`src/rtl/bubbledrive8_pwrmon.sv`:
```
// Power-input conditioning for the startup controller: synchronises and debounces PWRSTAT/MRST,
// then publishes a registered mode code with settle qualification and change pulses.
module bubbledrive8_pwrmon #(
  parameter int unsigned DEBOUNCE = 16,
  parameter int unsigned SETTLE   = 64
) (
  input  logic       MCLK,
  input  logic       RST,
  input  logic       PWRSTAT,
  input  logic       MRST,
  output logic       PWRSTAT_DB,
  output logic       MRST_DB,
  output logic [1:0] MODE,
  output logic       nMODEVALID,
  output logic       MODECHG,
  output logic [7:0] GLITCHCNT
);

  localparam logic [15:0] DB_LAST = 16'(DEBOUNCE - 1);
  localparam logic [15:0] ST_LAST = 16'(SETTLE - 1);

  typedef enum logic [1:0] {ST_INIT, ST_SETTLE, ST_VALID, ST_CHG} state_t;

  // Channel index 1 = PWRSTAT, 0 = MRST, so db lines up with MODE bit order.
  logic [1:0]  sync1, sync2, db, mode;
  logic [15:0] dcnt [2];
  logic [1:0]  load, glitch;
  logic [7:0]  gcnt, gcnt_nxt;
  logic [8:0]  gsum;
  state_t      state, state_nxt;
  logic [15:0] scnt, scnt_nxt;

  always_comb begin
    load   = '0;
    glitch = '0;
    for (int unsigned i = 0; i < 2; i++) begin
      load[i]   = (sync2[i] != db[i]) && (dcnt[i] == DB_LAST);
      glitch[i] = (sync2[i] == db[i]) && (dcnt[i] != '0);
    end
    gsum     = {1'b0, gcnt} + 9'(glitch[0]) + 9'(glitch[1]);
    gcnt_nxt = gsum[8] ? 8'hFF : gsum[7:0];
  end

  always_ff @(posedge MCLK) begin
    if (RST) begin
      sync1   <= '1;
      sync2   <= '1;
      db      <= '1;
      mode    <= '1;
      dcnt[0] <= '0;
      dcnt[1] <= '0;
      gcnt    <= '0;
    end else begin
      sync1 <= {PWRSTAT, MRST};
      sync2 <= sync1;
      mode  <= db;
      gcnt  <= gcnt_nxt;
      for (int unsigned i = 0; i < 2; i++) begin
        if (sync2[i] == db[i]) begin
          dcnt[i] <= '0;
        end else if (load[i]) begin
          db[i]   <= sync2[i];
          dcnt[i] <= '0;
        end else begin
          dcnt[i] <= dcnt[i] + 16'd1;
        end
      end
    end
  end

  always_ff @(posedge MCLK) begin
    if (RST) begin
      state <= ST_INIT;
      scnt  <= '0;
    end else begin
      state <= state_nxt;
      scnt  <= scnt_nxt;
    end
  end

  // Settle restarts on the acceptance edge itself; VALID/CHG compare db against
  // the registered MODE so the pulse lines up with MODE's update.
  always_comb begin
    state_nxt  = state;
    scnt_nxt   = scnt;
    nMODEVALID = 1'b1;
    MODECHG    = 1'b0;
    case (state)
      ST_INIT: begin
        scnt_nxt  = '0;
        state_nxt = ST_SETTLE;
      end
      ST_SETTLE: begin
        if (|load)                 scnt_nxt  = '0;
        else if (scnt == ST_LAST)  state_nxt = ST_VALID;
        else if (scnt != '1)       scnt_nxt  = scnt + 16'd1;
      end
      ST_VALID: begin
        nMODEVALID = 1'b0;
        if (db != mode) state_nxt = ST_CHG;
      end
      ST_CHG: begin
        nMODEVALID = 1'b0;
        MODECHG    = 1'b1;
        state_nxt  = (db != mode) ? ST_CHG : ST_VALID;
      end
      default: state_nxt = ST_INIT;
    endcase
  end

  assign PWRSTAT_DB = db[1];
  assign MRST_DB    = db[0];
  assign MODE       = mode;
  assign GLITCHCNT  = gcnt;

endmodule

```
`config.mk`:
```
export PLATFORM = sky130hd
export DESIGN_NAME = bubbledrive8_pwrmon
export DESIGN_NICKNAME = d
export VERILOG_FILES = /design/src/rtl/bubbledrive8_pwrmon.sv
export SDC_FILE = /design/constraint.sdc
export NUM_CORES = 1
export LEC_CHECK = 0
export CORE_ASPECT_RATIO = 0.7
export CORE_MARGIN = 5
export CORE_UTILIZATION = 50
export CTS_CLUSTER_DIAMETER = 30
export DETAILED_ROUTE_END_ITERATION = 8
export PLACE_DENSITY = 0.68
export SYNTH_ARGS = -nofsm -noshare
export SYNTH_HDL_FRONTEND = slang
export SYNTH_SLANG_ARGS = --single-unit
```
`constraint.sdc`:
```
create_clock -name MCLK -period 4.1 [get_ports MCLK]
set_input_delay 0.82 -clock MCLK [delete_from_list [all_inputs] [get_ports MCLK]]
set_output_delay 0.82 -clock MCLK [all_outputs]
set_load 0.005 [all_outputs]
```
==> results of run 1 <==
==> registers in the layout (all words and copies together) (netlist names) <==
register	flops
db	2
dcnt	32
state	2
GLITCHCNT	8
sync1	2
scnt	16
MODE	2
sync2	2
==> synth_stat cells (4+ instances only) <==
| library cell | n | share of area (%) |
|---|---|---|
| nor2_1 | 43 | 4.7 |
| dfxtp_1 | 34 | 20 |
| edfxtp_1 | 32 | 28 |
| nand2_1 | 28 | 3.0 |
| nand3_1 | 25 | 3.6 |
| a21oi_1 | 20 | 2.9 |
| xor2_1 | 17 | 4.3 |
| and3_1 | 14 | 2.5 |
| inv_1 | 14 | 1.5 |
| nor3_1 | 14 | 2.0 |
| xnor2_1 | 13 | 3.3 |
| o21ai_0 | 11 | 1.6 |
| or2_2 | 9 | 1.6 |
| nand4_1 | 8 | 1.5 |
| ha_1 | 6 | 2.2 |
| nor4_1 | 6 | 1.1 |
| o21ai_1 | 5 | 0.73 |
| or4_1 | 5 | 1.1 |
| or3_1 | 4 | 0.73 |
==> metrics by stage <==
step | area, sq um | power [mW]
2_1_floorplan | 3570 | 0.803
3_3_place_gp | 3810 | 0.830
3_5_place_dp | 3810 | 0.832
4_1_cts | 3970 | 1.30
5_1_grt | 3970 | 1.36
6_report | 3970 | 1.29
==> final cells by class <==
cell class | count | share of cell area [%]
well taps | 94 | 2.96
multi-input cells | 304 | 45.7
inverters | 15 | 1.42
repair buffers | 18 | 4.48
clock inverters | 3 | 0.378
flip-flops and latches | 66 | 41.3
clock buffers | 13 | 3.75
==> logic make-up (layout without fill, tap and decap cells) <==
logic type	after synthesis	in the layout
simple gates	179	179
flops	66	66
compound gates	52	52
xor+xnor	32	32
buf+inv	22	49
fa+ha+maj	7	7
mux	2	2
other cells	1	32
==> cells in the final DEF (no fill, tap or decap), types with 3 or more instances in the layout <==
cell	synthesis	layout
a21oi_1	20	20
and2_1	3	3
and3_1	14	14
clkbuf_1	3	3
clkbuf_8	2	10
clkdlybuf4s50_1	0	17
clkinv_2	0	3
conb_1	1	32
dfxtp_1	34	34
edfxtp_1	32	32
ha_1	6	6
inv_1	14	14
nand2_1	28	28
nand3_1	25	25
nand4_1	8	8
nor2_1	43	43
nor3_1	14	14
nor4_1	6	6
o211ai_1	3	3
o21ai_0	11	11
o21ai_1	5	5
or2_2	9	9
or3_1	4	4
or4_1	5	5
xnor2_1	13	13
xor2_1	17	17
==> per-layer routing <==
layer | GRT usage (%) | up-vias | wire (microns)
li1 | - | 1375 | -
met1 | 24.5 | 1198 | 3380
met2 | 23.7 | 55 | 2730
met3 | 5.34 | 8 | 330
met4 | 5.98 | 0 | 96
met5 | 0 | - | 0
==> where the power goes <==
group	switching (mW)	internal (mW)
logic	0.0438	0.0384
registers	0.0232	0.713
clock network	0.235	0.233
==> worst min path at each step <==
stage	start	end	slack, ps	cells past startpoint
global route	sync1[0]$_SDFF_PP1_	sync2[0]$_SDFF_PP1_	430	1
global placement	sync1[0]$_SDFF_PP1_	sync2[0]$_SDFF_PP1_	390	1
CTS	sync1[0]$_SDFF_PP1_	sync2[0]$_SDFF_PP1_	420	1
finish	sync1[0]$_SDFF_PP1_	sync2[0]$_SDFF_PP1_	410	1
floorplan	sync1[0]$_SDFF_PP1_	sync2[0]$_SDFF_PP1_	390	1
detailed placement	sync1[0]$_SDFF_PP1_	sync2[0]$_SDFF_PP1_	400	1
==> impl_metrics.json, run 1 <==
{
  "dp_worst_setup_slack_ps": 1350,
  "drt_pre_antenna_iters": 4,
  "synthCells": 361,
  "synth_xor_area_share_pct": 8.56,
  "seqCellArea_sq_um": 1640,
  "crit_path_end": "GLITCHCNT[4]$_SDFF_PP0_",
  "cp.arrival_ps": 3040,
  "portBuffers": 17,
  "cts_sinks": 66,
  "cp.required_ps": 4380,
  "drc": 0,
  "fmax_mhz": 363,
  "crit_fanout": 5,
  "final_nets": 425,
  "cts_buffer_depth": 2,
  "netlist_area_sq_um": 3450,
  "rr_endpoint": "GLITCHCNT[4]$_SDFF_PP0_",
  "ys_ff_latch": 66,
  "hpwlAfterDp_microns": 4710,
  "drt_iter0_drc": 139,
  "rsz0062_at_grt": "false",
  "hold_viol_final": 0,
  "crit_buf_inv": 1,
  "rows": 25,
  "dp_cells": 497,
  "layout-drive-gt1-share_pct": 9.31,
  "cts_root_buffer": "clkbuf_8",
  "vias": 2636,
  "postCtsSetupBuffers": 0,
  "slowest_stage": "nor4_1",
  "die_area_sq_um": 8690,
  "startpoint": "dcnt[0][8]$_SDFFCE_PN0P_",
  "postCtsHoldBufs": 0,
  "powerDensity_nw_per_um2": 324,
  "clk-insertion-delay-late_ps": 340,
  "r2r_slack_ps": 1340,
  "final_cells": 513,
  "ant_nets": 0,
  "area_growth_pct": 15.1,
  "synthFlopType": "dfxtp_1",
  "multi_input_area_sq_um": 1810,
  "syn_area_per_cell_sq_um": 9.56,
  "cp-start-kind": "flop",
  "core_sq_um": 6730,
  "grt_pass1_wl_microns": 11500,
  "wirelength_microns": 6530,
  "slew_violations": 0,
  "peakVddDrop_mv": 0.150,
  "die_h_microns": 79.5,
  "synth-seq-area-share_pct": 47.6,
  "relSlewSlack_pct": 49.6,
  "crit_path_cell_trace": "nor4_1 -> nand2_1 -> o31ai_1 -> fa_1 -> inv_1 -> ha_1 -> and4_1 -> or2_2 -> a21oi_1",
  "cts.clk_slew.worst_paths_ps": 70,
  "synthAdderAreaFrac_pct": 2.76,
  "leakage_nw": 1.47,
  "cts_made_buffers": 9,
  "yosys_warnings": 0,
  "cp.depth": 9,
  "setup-violations-final": 0,
  "diodes": 0,
  "outcome": "finished clean",
  "cts_tree": "yes",
  "routedWlPerCell_microns": 12.7,
  "end_kind": "flop",
  "min_period_ps": 2760,
  "hp-class": "reg2reg",
  "track_usage_pct": 16.9,
  "synth_top_family_by_area": "simple AND/OR/NAND/NOR gates",
  "synth-edff-count": 32,
  "grt_max_degree": 32,
  "whs_ps": 413,
  "cts_resized": 0,
  "worst_slack_ps": 1340,
  "critical_path.max_stage_delay_ps": 610,
  "die_w_microns": 109,
  "tns_ps": 0,
  "io_pins": 18,
  "start_util_pct": 51.3,
  "fin_crit_sh_pct": 67.2,
  "crit_family": "simple AND/OR/NAND/NOR gates",
  "routabilityCongestion": 0.821,
  "fillers": 596,
  "grt_remaining_overflow": 0,
  "h-tree-depth": 3,
  "max_cap_viol_count": 0,
  "synthDistinctLibCells": 59,
  "grt_pass1_vias": 2427,
  "final_core_util_pct": 59.0,
  "synth.mux.area_fraction_pct": 0.617,
  "via_per_inst": 5.14,
  "async_reset_ff_share_pct": 0,
  "finClkSkew_ps": 4.96,
  "antenna_found_initial": 0,
  "worstReg2RegStart": "dcnt[0][8]$_SDFFCE_PN0P_",
  "worstRegToRegCells": 9,
  "path_class": "reg2reg",
  "synthSimpleGateAreaFrac_pct": 28.0,
  "synth_compound_area_share_pct": 9.18,
  "tightest_slew_ps": 751
}
(Power assumes the default switching activity.)
==> run 2, diff against run 1 <==
Clock period 4.1 ns to 2.6 ns, I/O delays scaled along.
==> run 2 against run 1 <==
Sequential share of layout area down 2.1 points. Via count up 3.9%. Worst hold slack worse by 4.9 ps. Final cell count up 3.1%. Flip-flop and latch count unchanged. Register-to-register slack worse by 1200 ps. Routed wire length up 4.1%. Critical endpoint unchanged. Largest cell class unchanged. Largest power group unchanged.
==> impl_metrics.json, run 2 (synthesis gave the netlist of run 1 again) <==
{
  "p_int_mw": 1.68,
  "hpwlAfterDp_microns": 4910,
  "grt_remaining_overflow": 0,
  "drt_pre_antenna_iters": 4,
  "cts_made_buffers": 9,
  "min_to": "sync2[0]$_SDFF_PP1_",
  "die_w_microns": 109,
  "core_sq_um": 6730,
  "setup-violations-final": 0,
  "cp-start-kind": "flop",
  "die_area_sq_um": 8690,
  "final_common_cell": "nor2_1",
  "area_growth_pct": 21.1,
  "final_core_util_pct": 62.1,
  "slew_violations": 0,
  "post_dp_cell_area_sq_um": 3930,
  "routabilityCongestion": 0.827,
  "regMostFlops": "dcnt",
  "worstRegToRegCells": 8,
  "worstReg2RegStart": "dcnt[0][13]$_SDFFCE_PN0P_",
  "grt_pass1_vias": 2567,
  "io_pins": 18,
  "cts_sinks": 66,
  "fillers": 583,
  "start_util_pct": 51.3,
  "hold_viol_final": 0,
  "cts_buffer_depth": 2,
  "relSlewSlack_pct": 56.8,
  "final_nets": 441,
  "cts_resized": 0,
  "routedWlPerCell_microns": 12.9,
  "tightest_slew_ps": 642,
  "fin_crit_sh_pct": 93.7,
  "rr_endpoint": "GLITCHCNT[4]$_SDFF_PP0_",
  "cts_root_buffer": "clkbuf_8",
  "fmax_mhz": 410,
  "hp-class": "reg2reg",
  "h-tree-depth": 3,
  "combPwrFrac_pct": 6.9,
  "rows": 25,
  "hp-start": "sync1[0]$_SDFF_PP1_",
  "clockPowerShare_pct": 39.4,
  "grt_pass1_wl_microns": 11800,
  "vias": 2738,
  "grt_max_degree": 18,
  "end_kind": "flop",
  "cp.required_ps": 2870,
  "cts_tree": "yes",
  "layout-drive-gt1-share_pct": 14.5,
  "whs_ps": 409,
  "via_per_inst": 5.18,
  "final_cells": 529,
  "p_seq_share_pct": 53.7,
  "cts.clk_slew.worst_paths_ps": 70,
  "diodes": 0,
  "max_cap_viol_count": 0,
  "r2r_slack_ps": 160,
  "outcome": "finished clean",
  "peakVddDrop_mv": 0.348,
  "track_usage_pct": 17.2,
  "largest_register_ffs": 32,
  "finClkSkew_ps": 7.67,
  "drt_iter0_drc": 172,
  "powerDensity_nw_per_um2": 517,
  "ant_nets": 0,
  "hold_depth": 1,
  "dp_cells": 513,
  "final_cell_mix": "nor2_1, dfxtp_1, edfxtp_1, conb_1, nand2_1",
  "portBuffers": 17,
  "crit_fanout": 5,
  "clk-insertion-delay-late_ps": 330,
  "fin_area_sq_um": 4180,
  "p_sw_uw": 479,
  "cp.arrival_ps": 2710,
  "antenna_found_initial": 0,
  "postCtsHoldBufs": 0,
  "die_h_microns": 79.5,
  "min_period_ps": 2440,
  "postCtsSetupBuffers": 0,
  "swShare_pct": 22.2,
  "wirelength_microns": 6800,
  "drc": 0,
  "leakage_nw": 1.57,
  "path_class": "reg2reg"
}
[run 2: cell count changes in the layout (fill, tap and decap cells not counted), moves of 2 or more]
cell,change
buf_4,+16
clkbuf_8,+2
clkinv_2,-2
nor4_1,-5
nor4_2,+5
[run 2: how the worst max path moves through the flow]
stage,start,end,cells after the start
3_5_place_dp,dcnt[1][13]$_SDFFCE_PN0P_,GLITCHCNT[4]$_SDFF_PP0_,9
4_1_cts,dcnt[1][13]$_SDFFCE_PN0P_,GLITCHCNT[4]$_SDFF_PP0_,9
5_1_grt,dcnt[1][10]$_SDFFCE_PN0P_,GLITCHCNT[4]$_SDFF_PP0_,10
3_3_place_gp,dcnt[1][9]$_SDFFCE_PN0P_,GLITCHCNT[4]$_SDFF_PP0_,10
2_1_floorplan,dcnt[0][7]$_SDFFCE_PN0P_,GLITCHCNT[4]$_SDFF_PP0_,9
6_report,dcnt[0][13]$_SDFFCE_PN0P_,GLITCHCNT[4]$_SDFF_PP0_,8
[run 2: metal layers]
layer	up-vias	share of wire, %	track usage, %	wire length (microns)
met3	11	3.2	4.20	219
met4	0	1.2	5.60	85
met1	1274	52	24.5	3510
met5	-	0	0	0
li1	1408	-	-	-
met2	45	44	25.7	2990
[run 2: final cells by class]
| cell class | instances | area [sq um] | share of cell area (%) |
|---|---|---|---|
| Clock inverter | 1 | 5.00 | 0.120 |
| Clock buffer | 15 | 198 | 4.73 |
| Tap cell | 94 | 118 | 2.81 |
| Inverter | 15 | 56.3 | 1.35 |
| Sequential cell | 66 | 1640 | 39.3 |
| Timing Repair Buffer | 34 | 298 | 7.13 |
| Multi-Input combinational cell | 304 | 1860 | 44.6 |
[run 2: through the flow]
stage,setup WS (ps),TNS (ps),power [mW]
floorplan,108,0,1.27
global placement,90.8,0,1.32
detailed placement,63.2,0,1.32
CTS,14.0,0,2.18
global route,-10.9,-10.9,2.27
finish,163,0,2.16
[run 2: power by group through the flow]
stage / combinational (mW) / sequential (mW) / clock, mW
2_1_floorplan: 0.0902 / 1.18 / 0
3_3_place_gp: 0.143 / 1.18 / 0
3_5_place_dp: 0.145 / 1.18 / 0
4_1_cts: 0.146 / 1.16 / 0.880
5_1_grt: 0.171 / 1.16 / 0.939
6_report: 0.150 / 1.16 / 0.851
[run 2: worst max-delay path, cell delays in order (launching register included)]
cell and delay, ps:
edfxtp_1 420, or4_1 570, o31ai_2 240, fa_1 220, inv_1 50, ha_1 200, and4_1 250, or2_2 300
a21oi_1 130
==> run 3, diff against run 2 <==
Settings changed: CTS_CLUSTER_SIZE set to 16, PLACE_DENSITY 0.68 to 0.7.
==> run 3 against run 2 <==
First-iteration DRC count is 9.9% lower. Worst hold slack better by 5.7 ps. Flip-flop and latch count stayed put. Critical path depth stayed put. Maximum frequency is 0.33% higher. Critical endpoint unchanged.
==> impl_metrics.json, run 3 (synthesis gave the netlist of run 1 again) <==
{
  "worst_slack_ps": 171,
  "fin_crit_sh_pct": 93.4,
  "hold_viol_final": 0,
  "io_pins": 18,
  "min_period_ps": 2430,
  "clk-insertion-delay-late_ps": 340,
  "postCtsSetupBuffers": 0,
  "post_dp_cell_area_sq_um": 3930,
  "layout-drive-gt1-share_pct": 14.7,
  "powerDensity_nw_per_um2": 547,
  "swShare_pct": 22.0,
  "clockPowerShare_pct": 43.1,
  "grt_pass1_wl_microns": 12400,
  "max_cap_viol_count": 0,
  "path_class": "reg2reg",
  "antenna_found_initial": 0,
  "routabilityCongestion": 0.802,
  "cts_root_buffer": "clkbuf_8",
  "finClkSkew_ps": 8.64,
  "dp_cells": 514,
  "final_nets": 442,
  "tightest_slew_ps": 689,
  "postCtsHoldBufs": 0,
  "vias": 2775,
  "routedWlPerCell_microns": 13.3,
  "start_util_pct": 51.3,
  "ant_nets": 0,
  "fmax_mhz": 412,
  "cts_resized": 0,
  "peakVddDrop_mv": 0.448,
  "die_h_microns": 79.5,
  "cts.clk_slew.worst_paths_ps": 70,
  "drt_iter0_drc": 155,
  "cts_buffer_depth": 2,
  "area_growth_pct": 22.2,
  "crit_fanout": 5,
  "drc": 0,
  "hpwlAfterDp_microns": 5220,
  "core_sq_um": 6730,
  "slew_violations": 0,
  "track_usage_pct": 18.3,
  "p_int_mw": 1.80,
  "die_area_sq_um": 8690,
  "via_per_inst": 5.24,
  "wirelength_microns": 7050,
  "h-tree-depth": 3,
  "dp_worst_setup_slack_ps": 66.8,
  "cp.required_ps": 2870,
  "rows": 25,
  "power.total_mw": 2.31,
  "leakage_nw": 1.60,
  "combPwrFrac_pct": 6.8,
  "diodes": 0,
  "drt_pre_antenna_iters": 4,
  "p_sw_uw": 508,
  "relSlewSlack_pct": 53.9,
  "p_seq_share_pct": 50.2,
  "final_cells": 530,
  "cts_sinks": 66,
  "cts_tree": "yes",
  "die_w_microns": 109,
  "regMostFlops": "dcnt",
  "outcome": "finished clean",
  "grt_max_degree": 31,
  "fillers": 577,
  "final_common_cell": "nor2_1",
  "grt_remaining_overflow": 0,
  "cp.arrival_ps": 2700,
  "setup-violations-final": 0,
  "fin_area_sq_um": 4220,
  "tns_ps": 0,
  "grt_pass1_vias": 2705,
  "end_kind": "flop",
  "cp-start-kind": "flop",
  "cts_made_buffers": 9,
  "portBuffers": 17,
  "largest_register_ffs": 32,
  "final_cell_mix": "nor2_1, dfxtp_1, edfxtp_1, conb_1, nand2_1",
  "hp-class": "reg2reg"
}
==> run 3: cell type report <==
cell class | instances | area (sq um) | area share (%)
Clock buffer | 10 | 149 | 3.53
Clock inverter | 6 | 85.1 | 2.02
Inverter | 15 | 56.3 | 1.34
Multi-Input combinational cell | 304 | 1860 | 44.1
Sequential cell | 66 | 1640 | 39.0
Tap cell | 94 | 118 | 2.79
Timing Repair Buffer | 35 | 305 | 7.24
==> run 3: worst paths after layout <==
path	startpoint	endpoint	slack [ps]	cells past startpoint
max	dcnt[0][13]$_SDFFCE_PN0P_	GLITCHCNT[4]$_SDFF_PP0_	170	8
min	sync1[1]$_SDFF_PP1_	sync2[1]$_SDFF_PP1_	410	1
max reg2reg	dcnt[0][13]$_SDFFCE_PN0P_	GLITCHCNT[4]$_SDFF_PP0_	170	8
min reg2reg	sync1[1]$_SDFF_PP1_	sync2[1]$_SDFF_PP1_	410	1
==> run 3: through the flow <==
step	hold WS, ps	util [%]
after global routing	421	62.7
after global placement	394	58.5
after CTS	416	62.0
after floorplan	389	-
final	414	62.7
after detailed placement	398	58.5
==> run 3: per-layer routing <==
layer | global-route usage [%] | up-vias | routed length [microns]
met2 | 28.1 | 58 | 3140
met3 | 5.42 | 4 | 341
met1 | 25.0 | 1308 | 3530
met4 | 5.23 | 0 | 38
li1 | - | 1405 | -
met5 | 0 | - | 0
==> run 3: worst max-delay path, cell delays in order (launching register included) <==
cell      delay [ps]
edfxtp_1         410
or4_1            560
o31ai_2          230
fa_1             210
inv_1             50
ha_1             210
and4_1           250
or2_2            300
a21oi_1          150
==> run 3: power groups by stage <==
stage	logic (mW)	clock network (mW)	registers, mW
6_report	0.156	0.994	1.16
5_1_grt	0.175	1.08	1.16
4_1_cts	0.153	1.03	1.15
3_5_place_dp	0.152	0	1.18
3_3_place_gp	0.146	0	1.18
2_1_floorplan	0.0902	0	1.18
==> variant (config.mk and constraints of run 3) <==
Reset style: asynchronous (`RST`), changed in 2 clocked blocks. Comments in the files are not updated.
--- a/src/rtl/bubbledrive8_pwrmon.sv
+++ b/src/rtl/bubbledrive8_pwrmon.sv
@@ -41,7 +41,7 @@
     gcnt_nxt = gsum[8] ? 8'hFF : gsum[7:0];
   end
 
-  always_ff @(posedge MCLK) begin
+  always_ff @(posedge MCLK or posedge RST) begin
     if (RST) begin
       sync1   <= '1;
       sync2   <= '1;
@@ -68,7 +68,7 @@
     end
   end
 
-  always_ff @(posedge MCLK) begin
+  always_ff @(posedge MCLK or posedge RST) begin
     if (RST) begin
       state <= ST_INIT;
       scnt  <= '0;
Check against the original RTL: differs if RST is asserted again (counterexample within 10 cycles, from zero or initial values and one cycle with RST high); with RST held inactive, the same outputs for 10 cycles.
==> variant against run 3 <==
  * Wire length down 14%
  * Global-route usage decreased by 2.2 points
  * Sequential cell count unchanged
  * Sequential share of layout area up 5.3 points
  * Final cell count is 18% lower
  * Fmax fell by 1.0%
  * Critical path depth is 1 higher
  * Area after synthesis is 5.5% lower
  * Final area is 11% lower
  * Worst setup slack got worse by 25 ps
  * Critical path type unchanged
  * Highest routed layer unchanged
Power is not compared: it rests on default switching activity, and its combinational part moved more than twofold at a synthesized area within 25%.
==> variant: results (changes against run 3) <==
| Metric | Value |
|---|---|
| Status | `finished, final reports clean` |
| Worst Tran Pin Value | `641 ps (-47.3 ps)` |
| Clk_skew | `8.32 ps (-0.327 ps)` |
| Reg-to-reg endpoint | `GLITCHCNT[7]` |
| GRT met3 Usage | `5.22% (-0.19 points)` |
| Met2 wire len | `2560 um (-18%)` |
| WHS | `358 ps (-56.5 ps)` |
| Max stage delay on crit path | `430 ps (-130 ps)` |
| R2R depth | `9 (+1)` |
| Arrival @ worst endpoint | `2680 ps (-20 ps)` |
| PostCTS Resize Cnt | `1 (+1)` |
| Vias in the first global route | `2,267 (-16%)` |
| Final worst setup slack | `146 ps (-24.9 ps)` |
| Fill count | `526 (-8.8%)` |
| Post-synth ARST share | `100% (+100 points)` |
| DR WL/cell | `14.1 um (+5.6%)` |
| Placer Congestion | `0.835 (+4.1%)` |
| Synth Area in XOR/XNOR | `9.94% (+1.4 points)` |
| Synth top cells by count | `dfrtp_1 (58), nor2_1 (45), nand2_1 (31)` |
| Compound-Gate Fraction of Synth Area | `6.64% (-2.5 points)` |
| Post-Route M1 WL | `3230 um (-8.5%)` |
| Worst-path fanout max | `6 (+1)` |
| Top cells by area, synth | `dfrtp_1 (45%), dfstp_2 (6.4%), nor2_1 (5.2%)` |
| Final HPWL DP | `4200 um (-20%)` |
| Slowest-stage cell, CP | `dfrtp_1` |
| Largest Register | `dcnt` |
| Placement Setup Slack | `123 ps (+56.1 ps)` |
| Largest net degree at the start of global routing | `67 (+120%)` |
| Hold Path Origin | `sync1[0]` |
| Post-synth EDFFs | `0 (-100%)` |
| Initial DRC count | `103 (-34%)` |
| Critical path startpoint | `dcnt[23]` |
| Final nets | `362 (-18%)` |
| Sequential share of the synthesized area | `51.0% (+3.4 points)` |
| Met1 Use GR | `23.0% (-1.9 points)` |
| Max Used Layer | `met4` |
| First-pass GRT wire length | `10,700 um (-14%)` |
| Gr usage total | `16.0% (-2.2 points)` |
| Max rail drop VDD | `511 uV` |
| Adder-cell share of the synthesized area | `2.92% (+0.16 points)` |
| Clock insertion delay at the later pin of the skew report | `340 ps (about the same)` |
| GRT met2 Usage | `22.6% (-5.5 points)` |
| Hold endpoint | `sync2[0]` |
| Met3 WL | `211 um (-38%)` |
| Post-synthesis cell type count | `50 (-15%)` |
| Mux cell area share after synthesis | `1.96% (+1.3 points)` |
| Cell accounting for the most synthesized area | `dfrtp_1` |
| N_diodes | `0 (unchanged)` |
| Post-DR vias/cell | `5.44 (+4.0%)` |
| Share of cells above drive strength 1 | `12.6% (-2.0 points)` |
| Depth of the worst hold-timing path | `0 (-1)` |
==> variant: cell types whose count changed after synthesis, sizes merged, moves of 5 or more <==
cell	delta
edfxtp	-32
nor3	-11
dfstp	+8
dfrtp	+58
or2	-6
a21oi	-15
or4	-5
dfxtp	-34
and3	-7
o21ai	-12
==> variant: through the flow <==
step	TNS, ps	power (uW)	cells	instance area (sq um)
global route	-3.94	2990	434	3750
detailed placement	0	1970	417	3530
CTS	0	2840	433	3730
floorplan	0	1720	323	3260
finish	0	2810	434	3750
global placement	0	1960	417	3530
==> variant: logic make-up after synthesis <==
group	count (synthesis)
AOI/OAI and AO/OA	30
buffers and inverters	21
muxes	6
and+or+nand+nor	156
adders and majority gates	7
xor gates and xnor gates	37
DFF	66
==> variant: cell type report <==
class                   instances  area, sq um  share of cell area [%]
clock buffers                  12          145                    3.87
clock inverters                 4         51.3                    1.37
inverters                      16         60.1                    1.60
multi-input cells             236         1520                    40.5
flip-flops and latches         66         1660                    44.3
well taps                      78         97.6                    2.60
repair buffers                 22          220                    5.86
